## src/rtl/rgb_temp_ramp.sv

```systemverilog
// Colour-temperature shifter: a signed level (cool <-> warm) that moves at frame starts,
// applied to the pixel stream through a fixed 2-stage saturating offset pipeline.
module rgb_temp_ramp #(
  parameter int DW     = 8,
  parameter int LEVELS = 4,
  parameter int STEP   = 3,
  parameter int RAMP   = 1,
  localparam int LW    = $clog2(LEVELS + 1)
) (
  input  logic                 iCLK,
  input  logic                 iRST,
  input  logic                 iSOF,
  input  logic                 iVAL,
  input  logic [DW-1:0]        iR,
  input  logic [DW-1:0]        iG,
  input  logic [DW-1:0]        iB,
  input  logic                 iEN,
  input  logic                 iWARM,
  input  logic [LW-1:0]        iLVL,
  output logic [DW-1:0]        oR,
  output logic [DW-1:0]        oG,
  output logic [DW-1:0]        oB,
  output logic                 oVAL,
  output logic                 oSOF,
  output logic signed [LW:0]   oLVL,
  output logic                 oBUSY
);

  localparam int OW = DW + 2;
  localparam int SW = DW + 3;
  localparam logic [SW-1:0] PIX_MAX = {3'b000, {DW{1'b1}}};
  localparam logic signed [LW:0] ONE = (LW + 1)'(1);

  function automatic logic [DW-1:0] sat_add(input logic [DW-1:0] x, input logic [SW-1:0] d);
    logic [SW-1:0] s;
    s = SW'(x) + d;
    return (s > PIX_MAX) ? PIX_MAX[DW-1:0] : s[DW-1:0];
  endfunction

  function automatic logic [DW-1:0] sat_sub(input logic [DW-1:0] x, input logic [SW-1:0] d);
    logic [SW-1:0] s;
    s = SW'(x) - d;
    return (d >= SW'(x)) ? '0 : s[DW-1:0];
  endfunction

  logic [LW-1:0]        mag;
  logic signed [LW:0]   tgt;
  logic signed [LW:0]   cur_q, cur_d;
  logic                 busy_q, busy_d;
  logic [LW:0]          abs_cur;

  logic                 vld_p1_q, vld_p1_d, sof_p1_q, sof_p1_d;
  logic                 pos_p1_q, pos_p1_d, neg_p1_q, neg_p1_d;
  logic [DW-1:0]        r_p1_q, r_p1_d, g_p1_q, g_p1_d, b_p1_q, b_p1_d;
  logic [OW-1:0]        off_p1_q, off_p1_d;

  logic                 vld_p2_q, vld_p2_d, sof_p2_q, sof_p2_d;
  logic [DW-1:0]        r_p2_q, r_p2_d, g_p2_q, g_p2_d, b_p2_q, b_p2_d;
  logic [SW-1:0]        off1, off2;

  // Level control: target sampled every cycle, current level only moves on iSOF
  always_comb begin
    mag = (iLVL > LW'(LEVELS)) ? LW'(LEVELS) : iLVL;
    if (!iEN)       tgt = '0;
    else if (iWARM) tgt = $signed({1'b0, mag});
    else            tgt = -$signed({1'b0, mag});

    cur_d = cur_q;
    if (iSOF) begin
      if (RAMP != 0) begin
        if (tgt > cur_q)      cur_d = cur_q + ONE;
        else if (tgt < cur_q) cur_d = cur_q - ONE;
      end else begin
        cur_d = tgt;
      end
    end
    busy_d = (cur_d != tgt);
  end

  // Stage 1: capture pixel with the level in force before any same-cycle iSOF
  always_comb begin
    abs_cur  = cur_q[LW] ? $unsigned(-cur_q) : $unsigned(cur_q);
    vld_p1_d = iVAL;
    sof_p1_d = iSOF;
    r_p1_d   = r_p1_q;
    g_p1_d   = g_p1_q;
    b_p1_d   = b_p1_q;
    pos_p1_d = pos_p1_q;
    neg_p1_d = neg_p1_q;
    off_p1_d = off_p1_q;
    if (iVAL) begin
      r_p1_d   = iR;
      g_p1_d   = iG;
      b_p1_d   = iB;
      pos_p1_d = (cur_q > 0);
      neg_p1_d = cur_q[LW];
      off_p1_d = OW'(abs_cur) * OW'(STEP);
    end
  end

  // Stage 2: saturating offset; outputs hold between valid pixels
  always_comb begin
    off1     = SW'(off_p1_q);
    off2     = {off_p1_q, 1'b0};
    vld_p2_d = vld_p1_q;
    sof_p2_d = sof_p1_q;
    r_p2_d   = r_p2_q;
    g_p2_d   = g_p2_q;
    b_p2_d   = b_p2_q;
    if (vld_p1_q) begin
      if (pos_p1_q) begin
        r_p2_d = sat_add(r_p1_q, off1);
        g_p2_d = sat_add(g_p1_q, off1);
        b_p2_d = sat_sub(b_p1_q, off2);
      end else if (neg_p1_q) begin
        r_p2_d = sat_sub(r_p1_q, off1);
        g_p2_d = sat_sub(g_p1_q, off1);
        b_p2_d = sat_add(b_p1_q, off2);
      end else begin
        r_p2_d = r_p1_q;
        g_p2_d = g_p1_q;
        b_p2_d = b_p1_q;
      end
    end
  end

  always_ff @(posedge iCLK) begin
    if (iRST) begin
      cur_q    <= '0;
      busy_q   <= 1'b0;
      vld_p1_q <= 1'b0;
      sof_p1_q <= 1'b0;
      pos_p1_q <= 1'b0;
      neg_p1_q <= 1'b0;
      r_p1_q   <= '0;
      g_p1_q   <= '0;
      b_p1_q   <= '0;
      off_p1_q <= '0;
      vld_p2_q <= 1'b0;
      sof_p2_q <= 1'b0;
      r_p2_q   <= '0;
      g_p2_q   <= '0;
      b_p2_q   <= '0;
    end else begin
      cur_q    <= cur_d;
      busy_q   <= busy_d;
      vld_p1_q <= vld_p1_d;
      sof_p1_q <= sof_p1_d;
      pos_p1_q <= pos_p1_d;
      neg_p1_q <= neg_p1_d;
      r_p1_q   <= r_p1_d;
      g_p1_q   <= g_p1_d;
      b_p1_q   <= b_p1_d;
      off_p1_q <= off_p1_d;
      vld_p2_q <= vld_p2_d;
      sof_p2_q <= sof_p2_d;
      r_p2_q   <= r_p2_d;
      g_p2_q   <= g_p2_d;
      b_p2_q   <= b_p2_d;
    end
  end

  assign oR    = r_p2_q;
  assign oG    = g_p2_q;
  assign oB    = b_p2_q;
  assign oVAL  = vld_p2_q;
  assign oSOF  = sof_p2_q;
  assign oLVL  = cur_q;
  assign oBUSY = busy_q;

endmodule
```

## config.mk

```make
export PLATFORM = sky130hd
export DESIGN_NAME = rgb_temp_ramp
export DESIGN_NICKNAME = d
export VERILOG_FILES = /design/src/rtl/rgb_temp_ramp.sv
export SDC_FILE = /design/constraint.sdc
export NUM_CORES = 1
export LEC_CHECK = 0
export BUFFER_PORTS_ARGS = -buffer_cell sky130_fd_sc_hd__buf_2
export CORE_ASPECT_RATIO = 1.4
export CORE_UTILIZATION = 35
export CTS_BUF_LIST = sky130_fd_sc_hd__clkbuf_4
export CTS_CLUSTER_SIZE = 12
export DETAILED_ROUTE_END_ITERATION = 12
export PLACE_DENSITY_LB_ADDON = 0.3
export SLEW_MARGIN = 20
export SYNTH_ARGS = -nofsm -noshare
export SYNTH_HDL_FRONTEND = slang
export SYNTH_SLANG_ARGS = --single-unit
```

## constraint.sdc

```tcl
create_clock -name iCLK -period 5.95 [get_ports iCLK]
set_clock_uncertainty 0.15 [all_clocks]
set_input_delay 0.8925 -clock iCLK [delete_from_list [all_inputs] [get_ports iCLK]]
set_output_delay 0.8925 -clock iCLK [all_outputs]
set_load 0.005 [all_outputs]
```

==> results of run 1 <==
[worst paths after layout]
| check | end | slack (ps) | start | depth (start not counted) |
|---|---|---|---|---|
| worst min register to register | oSOF | 310 | sof_p1_q | 1 |
| worst max-delay path | oBUSY | 2560 | iLVL[0] | 13 |
| worst max register to register | oG[6] | 2750 | off_p1_q[1] | 9 |
| worst min-delay path | oSOF | 310 | sof_p1_q | 1 |
[cells in the mapped netlist, types with 2 or more instances]
master                      instances
sky130_fd_sc_hd__o21a_1             5
sky130_fd_sc_hd__or3_1              3
sky130_fd_sc_hd__ha_1              47
sky130_fd_sc_hd__a311oi_1           3
sky130_fd_sc_hd__nor3_1            15
sky130_fd_sc_hd__buf_2              3
sky130_fd_sc_hd__nand2b_1           8
sky130_fd_sc_hd__o31ai_1            2
sky130_fd_sc_hd__o21ai_0           26
sky130_fd_sc_hd__a41oi_1            2
sky130_fd_sc_hd__clkbuf_1          22
sky130_fd_sc_hd__nor2b_1           14
sky130_fd_sc_hd__a211oi_1          10
sky130_fd_sc_hd__a22oi_1            2
sky130_fd_sc_hd__fa_1               7
sky130_fd_sc_hd__nand3_1            9
sky130_fd_sc_hd__or4_1              3
sky130_fd_sc_hd__buf_1              5
sky130_fd_sc_hd__o211ai_1           2
sky130_fd_sc_hd__o31a_1             3
sky130_fd_sc_hd__a221o_1            2
sky130_fd_sc_hd__nand2_1           32
sky130_fd_sc_hd__dfxtp_1           65
sky130_fd_sc_hd__nand3b_1           2
sky130_fd_sc_hd__a21oi_1           33
sky130_fd_sc_hd__a21o_1             8
sky130_fd_sc_hd__inv_1             45
sky130_fd_sc_hd__or3_2              2
sky130_fd_sc_hd__nor2_1            77
sky130_fd_sc_hd__a221oi_1           9
sky130_fd_sc_hd__a31oi_1            6
sky130_fd_sc_hd__xor2_1             8
sky130_fd_sc_hd__o22ai_1            8
sky130_fd_sc_hd__a31o_2             2
sky130_fd_sc_hd__mux2i_1           35
sky130_fd_sc_hd__o21bai_1           6
sky130_fd_sc_hd__nor4_1             2
sky130_fd_sc_hd__or3b_2             2
sky130_fd_sc_hd__nand4_1            5
sky130_fd_sc_hd__a2111oi_0          3
sky130_fd_sc_hd__xnor2_1           20
[critical path: cells and delay by family]
family / cells / cell delay (ps)
AND/OR/NAND/NOR: 4 / 1100
AO/OA/AOI/OAI: 5 / 1050
buffers and inverters: 2 / 220
adder cells (fa/ha/maj): 1 / 140
XOR/XNOR: 1 / 110
[power by group through the flow]
stage               Clock, uW  Sequential [uW]  Combinational [uW]
detailed placement          0              569                 795
global route              326              568                 898
finish                    300              560                 802
floorplan                   0              539                 612
CTS                       313              560                 799
global placement            0              569                 774
[metrics by stage]
step           power (uW)  instance area (sq um)
4_1_cts              1670                   5360
3_5_place_dp         1360                   5220
5_1_grt              1790                   5360
3_3_place_gp         1340                   5220
2_1_floorplan        1150                   4790
6_report             1660                   5360
[state kept, by name (all words and copies together) (netlist names)]
| name | flops |
|---|---|
| oG | 8 |
| oB | 8 |
| oR | 8 |
| oVAL | 1 |
| off_p1_q | 6 |
| r_p1_q | 8 |
| vld_p1_q | 1 |
| oLVL | 4 |
| b_p1_q | 8 |
| g_p1_q | 8 |
| neg_p1_q | 1 |
| oSOF | 1 |
| sof_p1_q | 1 |
| pos_p1_q | 1 |
| oBUSY | 1 |
[per-layer routing]
metal / global-route usage (%) / vias up / wire length [um]
met4: 9.53 / 0 / 436
met1: 22.1 / 2071 / 5480
met5: 0 / - / 0
li1: - / 2163 / -
met2: 35.3 / 119 / 6720
met3: 3.34 / 32 / 599
[area by class of cell]
| class | instances | area, sq um |
|---|---|---|
| clock buffers | 12 | 90.1 |
| well taps | 182 | 228 |
| multi-input cells | 444 | 3170 |
| diodes | 1 | 2.50 |
| fillers | 1409 | 8030 |
| flip-flops and latches | 65 | 1300 |
| clock inverters | 4 | 43.8 |
| inverters | 46 | 173 |
| repair buffers | 67 | 345 |
[cells by family after synthesis]
logic type / after synthesis
compound gates: 145
flops: 65
buf+inv: 78
mux: 36
xor+xnor: 28
simple gates: 181
fa+ha+maj: 54
==> flow_results.org, run 1 <==
** CTS
- CTS sink count :: 65
- The H-tree generated during clock tree synthesis spans 3 levels.
- Post-CTS repair changed the size of 0 cells.
- Clk pin slew, worst setup/hold paths :: 110 ps
- The longest clock path from root to sink contains 2 buffers.
- The number of clock buffers added by TritonCTS is 9.
- Once the clock tree was built, the setup fixing pass inserted 0 buffers.
- Hold buffer count at CTS :: 0
- Clock root buffer :: sky130_fd_sc_hd__clkbuf_4
- Clk_lat worst skew :: between 400 and 500 ps
- TritonCTS built the clock tree.

** Routing
- Across all layers, the routed design uses 4385 vias.
- Router iterations before antenna repair :: 5
- The final layout contains routed wiring with a total length of approximately 13000 um.
- Post-DR vias/cell :: 5.34
- DR DRC count :: 0
- In the final routed layout, each cell accounts on average for 16.1 um.
- Final ANT Viol Nets :: 0
- DR iter-0 viols :: 220

** Global routing
- Vias in the first global route :: between 4k and 5k
- Global routing used 19.6% of the available tracks.
- Global-route wire length before repair :: 21500 um
- Initial antenna violation count :: 1
- Maximum number of pins on one net before global-route repair :: 60
- Leftover overflow at the end of global routing :: 0

** Synth
- Netlist Area Pre-Place :: 0.00479 sq mm
- In this run, synthesis inferred 0 flip-flops with an integrated enable.
- The synthesized netlist devotes 17.9% of its cell area to simple gates.
- Part of the Yosys area used for sequential elements :: 27.2%
- Dividing the synthesized area by the synthesized cell count gives 8.15 sq um.
- Share of synthesized cell area in full adder, half adder and majority cells :: approximately 15%
- By area the synthesized netlist is led by sky130_fd_sc_hd__dfxtp_1 27%, sky130_fd_sc_hd__ha_1 12%, sky130_fd_sc_hd__mux2i_1 7.3%.
- Summing the areas of all compound-gate instances in the mapped netlist gives 20.5% of the synthesized area.
- Most used flip-flop cell after synthesis :: sky130_fd_sc_hd__dfxtp_1
- Parity-gate share of the synthesized area counting xor and xnor cells :: 5.12%
- The netlist uses 65 different library cells.
- Yosys warning count :: 0
- FF+latch count, synth :: 65
- Synthesis produced a netlist with a net count of 674.
- In the synthesized netlist the async set-or-reset flop fraction comes to 0%.
- The synthesized design devotes to its leading area cell type 27.2% of total area.
- Multiplexer cells account for 7.56% of the synthesized area.
- Of all cell types, the one taking the most synthesized area is sky130_fd_sc_hd__dfxtp_1.
- After synthesis, the largest family of logic cells by area is compound AO/OA/AOI/OAI gates.
- Synthesis produced 587 cells.

** Die
- Measured along the y axis, the die boundary spans 140 um.
- Core Area :: about 0.013 sq mm
- The initial utilization of the core area, before any placement, comes to 35.7%.
- The floorplan step defined a die boundary enclosing 0.0142 sq mm.
- In this run the count of I/O pins placed on the die edge is 64.
- After floorplanning, the core was divided into 50 placement rows.
- Measured along the x axis, the die boundary spans between 100 and 150 um.

** Pwr
- Internal Pwr Total :: 963 uW
- Net switching share of the total power :: 42.0%
- Total net switching power :: around 700 uW
- Ratio of total power to cell area :: ~310 mW/mm^2
- Worst ir drop on vdd :: roughly 0.16 mV
- The clock network accounts for around 18% of the total power.
- The analysis attributes to cell leakage a power of 0.00239 uW.
- Per report_power, the sequential group accounts for ~34% of the total.
- Proportion of power drawn by combinational gates :: roughly 48%

** STA
- Setup repair after global routing missed its margin :: false
- WHS :: 310 ps
- Headroom to the max-slew limit came out at 29.7%.
- Timing would allow up to approximately 0.30 GHz.
- Final setup violating endpoints :: 0
- The final-report max-slew violation count was 0.
- The worst path meets setup with about 2600 ps of slack.
- Counting I/O delays and the setup requirement, the final critical path takes approximately 3400 ps.
- Sum Neg Setup Slack :: 0 ps
- The final number of hold-violating endpoints is 0.
- Share of the cycle needed by the critical path after routing :: 56.9%
- At the pin with the least slew margin, the transition time is 1050 ps.

** Finish
- Number of non-filler instances in the completed layout :: 821
- Share of layout cells above drive strength 1 :: ~15%
- Most used cells in the layout excluding fill and tap cells :: 77 x sky130_fd_sc_hd__nor2_1, 65 x sky130_fd_sc_hd__dfxtp_1, 63 x sky130_fd_sc_hd__buf_2, 47 x sky130_fd_sc_hd__ha_1, 45 x sky130_fd_sc_hd__inv_1
- Measured on the finished design, the core utilization comes to 40.0%.
- The final layout contains 720 nets.
- Compared with the post-synthesis result, the final layout area differs by 11.9%.
- Leaving out fill and tap cells, the most frequent cell in the layout is sky130_fd_sc_hd__nor2_1.

** Worst setup path
- The worst setup path is captured at a flop.
- STA classifies the critical path startpoint as a primary input.
- Slowest cell on crit path :: sky130_fd_sc_hd__a31oi_1
- Worst setup path category :: in2reg
- On the worst path, the slowest cell contributes a delay of between 400 and 500 ps.
- The critical path goes through buf_2 > nor2b_1 > xnor2_1 > or3b_2 > inv_1 > ha_1 > nor2b_1 > o21ai_0 > a31oi_1 > a21boi_1 > or3_1 > o211ai_1 > a41oi_1.
- By instance count, the cell type seen most on the critical path is sky130_fd_sc_hd__nor2b_1.
- Data on the critical path is required at its endpoint by slightly above 6000 ps.
- Arrival time worst endpoint :: 3520 ps
- Largest fanout on the critical path :: 6

** Place
- Place WS :: 2120 ps
- Once placement completed, the tool counted placed cells totaling 804.
- At the end of routability-driven placement, the weighted congestion stood at 0.921.
- Half-perimeter wire length of the detailed placement result :: 9910 um
- Count of buffers from port buffering :: 63

** Outcome
- Outcome :: finished clean

** Job
- Number of max-capacitance violations reported :: 0

** Min path
- Class of the most critical hold timing path :: reg2reg
No activity file was read; power rests on OpenSTA's default activity.
==> run 2, diff against run 1 <==
==> constraint.sdc (replaced) <==
create_clock -name iCLK -period 3 [get_ports iCLK]
set_clock_uncertainty 0.15 [all_clocks]
set_input_delay 0.45 -clock iCLK [delete_from_list [all_inputs] [get_ports iCLK]]
set_output_delay 0.45 -clock iCLK [all_outputs]
set_load 0.005 [all_outputs]
==> run 2 against run 1 <==
Effect of this change: clock-buffer cell count is the same; clock power is 69% higher; via count up 3.1%; total power is 110% higher; sequential share of layout area is 1.1 points lower; combinational power increased by 130%.
==> flow_results.org, run 2 (same netlist as run 1, synthesis figures left out) <==
** Routing
- The wire length per cell after detailed routing is 16.4 um (+1.5%).
- DR iter-0 viols :: 184 (-16%)
- Post-DR vias/cell :: 5.28 (-1.2%)
- DR DRC count :: 0 (unchanged)
- The post-detailed-route count of antenna-violating nets was 0 (unchanged).
- Wirelength, routed :: 14000 um (+6.0%)
- Vias after detailed routing :: 4521 (+3.1%)
- Router iterations before antenna repair :: 5 (unchanged)

** Die
- The full die area was 0.0142 sq mm (unchanged).
- I/O pin count :: 64 (unchanged)
- Die Wd :: 101 um (unchanged)
- Core Area :: 0.0134 sq mm (unchanged)
- The initial standard-cell utilization of the core came to 35.7% (unchanged).
- Vertical extent of the die :: 140 um (unchanged)
- The number of rows in the core area is 50 (unchanged).

** CTS
- Number of buffers on the longest clock path :: 2 (unchanged)
- CTS sink count :: 65 (unchanged)
- Depth of the CTS H-tree :: 3 (unchanged)
- The source-to-sink clock delay at the later pin of the worst-skew pair is 450 ps (about the same).
- Hold buffer count at CTS :: 0 (unchanged)
- The number of buffers created by CTS was 9 (unchanged).
- The cell sitting at the root of the clock tree is a sky130_fd_sc_hd__clkbuf_4.
- Post-CTS Setup Bufs :: 0 (unchanged)
- Clk pin slew, worst setup/hold paths :: 110 ps (about the same)
- TritonCTS built the clock tree.

** Worst setup path
- The slack of the worst reg-to-reg path is 150 ps (-2600 ps).
- The arrival time at the worst endpoint came to 3010 ps (-510 ps).
- Setup crit end kind :: flop
- The cell depth of the worst flop-to-flop path is 11 (+2).
- Cell-by-cell listing of the critical path :: buf_4 > ha_1 > inv_1 > fa_1 > a21o_1 > a21oi_1 > o21ai_0 > o211a_1 > o31a_1 > a221oi_1 > a2111oi_0
- The peak fanout along the critical path is 6 (unchanged).
- The critical path is of the reg2reg type.
- Crit Reg-Reg Startpoint :: off_p1_q[0]
- Endpoint of the lowest-slack register-to-register path :: oR[1]
- Critical path launch point type :: flop
- The delay of the slowest cell on the worst path was 400 ps (-60 ps).
- In this design, the largest share of critical-path delay is due to compound AO/OA/AOI/OAI gates.
- The critical path data required time came to 3160 ps (-2920 ps).
- Among all stages on the critical path, the largest delay is contributed by sky130_fd_sc_hd__fa_1.
- CP Buf/Inv Count :: 2 (unchanged)

** Pwr
- The switching power came to 1440 uW (+110%).
- Proportion of power drawn by combinational gates :: 54.3% (+6.0 points)
- The clock share of power was 14.8% (-3.2 points).
- Internal Pwr Total :: 1980 uW (+110%)
- The areal power density over the cells was 610 mW/mm^2 (+97%).
- Net switching share of the total power :: 42.2% (+0.18 points)
- Worst ir drop on vdd :: 0.370 mV (+130%)
- The leakage dissipation came to 0.00256 uW (+7.0%).
- The share of power burned in registers is 30.9% (-2.8 points).

** STA
- Share of the cycle needed by the critical path after routing :: between 90% and 100%
- The final-report max-slew violation count is 0 (unchanged).
- The final number of hold-violating endpoints was 0 (unchanged).
- The final setup violation count was 0 (unchanged).
- Setup repair after global routing missed its margin :: false
- Crit path time final :: 2850 ps
- Worst Max-Slew Pin Slew :: 607 ps (-447 ps)
- For this run, the top clock speed supported by timing is 0.351 GHz.
- The smallest setup slack after layout came to 149 ps (-2410 ps).
- The relative max-transition margin came to 59.2% (+29 points).

** Outcome
- The flow ran to the end, and the final reports show no timing, DRC or antenna violations.

** Place
- Place WS :: -208 ps (-2320 ps)
- The placed standard-cell area is 0.00551 sq mm (+5.5%).
- Half-perimeter wire length of the detailed placement result :: 10700 um (+7.8%)
- The routability-driven placement congestion ratio came to 0.957 (+3.9%).
- Count of buffers from port buffering :: 63 (unchanged)

** Finish
- Compared with the post-synthesis result, the final layout area differs by 17.3%.
- The library cell used most frequently in the layout, excluding fill and tap cells, is sky130_fd_sc_hd__nor2_1.
- The count of filler cells inserted in the layout came to 1423 (+0.99%).
- Most used cells in the layout excluding fill and tap cells :: 77 x sky130_fd_sc_hd__nor2_1, 65 x sky130_fd_sc_hd__dfxtp_1, 63 x sky130_fd_sc_hd__buf_2, 47 x sky130_fd_sc_hd__ha_1, 45 x sky130_fd_sc_hd__inv_1
- The post-route cell area is 0.00561 sq mm (+4.8%).
- Share of layout cells above drive strength 1 :: 19.4% (+4.5 points)
- Final layout net count :: 758 (+5.3%)

** Global routing
- Maximum number of pins on one net before global-route repair :: 51 (-15%)
- Leftover overflow at the end of global routing :: 0 (unchanged)
- The number of antenna violations at the first check in global routing is 1 (unchanged).
- The first-pass GRT wire length came to 22600 um (+5.4%).
- Vias in the first global route :: 4498 (+4.7%)
- The overall global routing resource usage came to 20.9% (+1.2 points).

** Min path
- The hold-critical path depth is 3 (+2).
- In this run the most critical hold path is launched from iB[3].
- The path with the worst hold slack has its endpoint at b_p1_q[3].
- Class of the most critical hold timing path :: in2reg

** Job
- The total of max-cap violations came to 0 (unchanged).
==> run 2: area by class of cell <==
cell class | count | area [sq um] | area share, %
repair buffers | 105 | 631 | 11.2
clock buffers | 12 | 90.1 | 1.60
diodes | 1 | 2.50 | 0.0446
clock inverters | 2 | 7.51 | 0.134
inverters | 46 | 173 | 3.08
flip-flops and latches | 65 | 1300 | 23.2
multi-input cells | 444 | 3180 | 56.7
well taps | 182 | 228 | 4.06
==> run 2: power groups by stage <==
stage / logic [uW] / registers [uW] / clock network [uW]
2_1_floorplan: 1210 / 1070 / 0
3_3_place_gp: 1800 / 1070 / 0
3_5_place_dp: 1830 / 1080 / 0
4_1_cts: 1850 / 1060 / 526
5_1_grt: 2060 / 1070 / 566
6_report: 1860 / 1060 / 508
==> run 2: worst max path at each step <==
| stage | startpoint | to | cells past startpoint |
|---|---|---|---|
| after detailed placement | iLVL[0] | oBUSY | 14 |
| after global routing | off_p1_q[0] | oR[1] | 11 |
| after floorplan | iLVL[0] | oBUSY | 12 |
| after CTS | off_p1_q[0] | oG[6] | 11 |
| final | off_p1_q[0] | oR[1] | 11 |
| after global placement | iLVL[0] | oBUSY | 14 |
==> run 2: through the flow <==
stage | total power [uW] | util, % | TNS, ps | hold WS [ps] | instances
after global routing | 3700 | 41.9 | 0 | 83.2 | 857
after detailed placement | 2910 | 41.1 | -234 | 286 | 842
after global placement | 2870 | 41.1 | -42.2 | 280 | 842
after CTS | 3430 | 41.9 | 0 | 77.1 | 856
final | 3420 | 41.9 | 0 | 73.9 | 857
after floorplan | 2280 | - | 0 | 264 | 587
==> run 2: repair_timing <==
action	in CTS	in global routing
gates resized for setup	0	2
hold endpoints to repair	0	0
setup endpoints to repair	0	1
==> run 2: worst min-delay path, delay by kind of cell <==
kind,cells,cell delay [ps]
buf+inv,1,70
mux,1,50
simple gates,1,70
==> run 2: routing by layer <==
metal,vias to the layer above,share of wire [%],global-route usage [%],routed length (um)
met5,-,0,0,0
met4,0,3.1,10.3,441
met3,27,4.2,2.69,592
met2,132,51,37.2,7180
met1,2126,41,24.1,5820
li1,2236,-,-,-
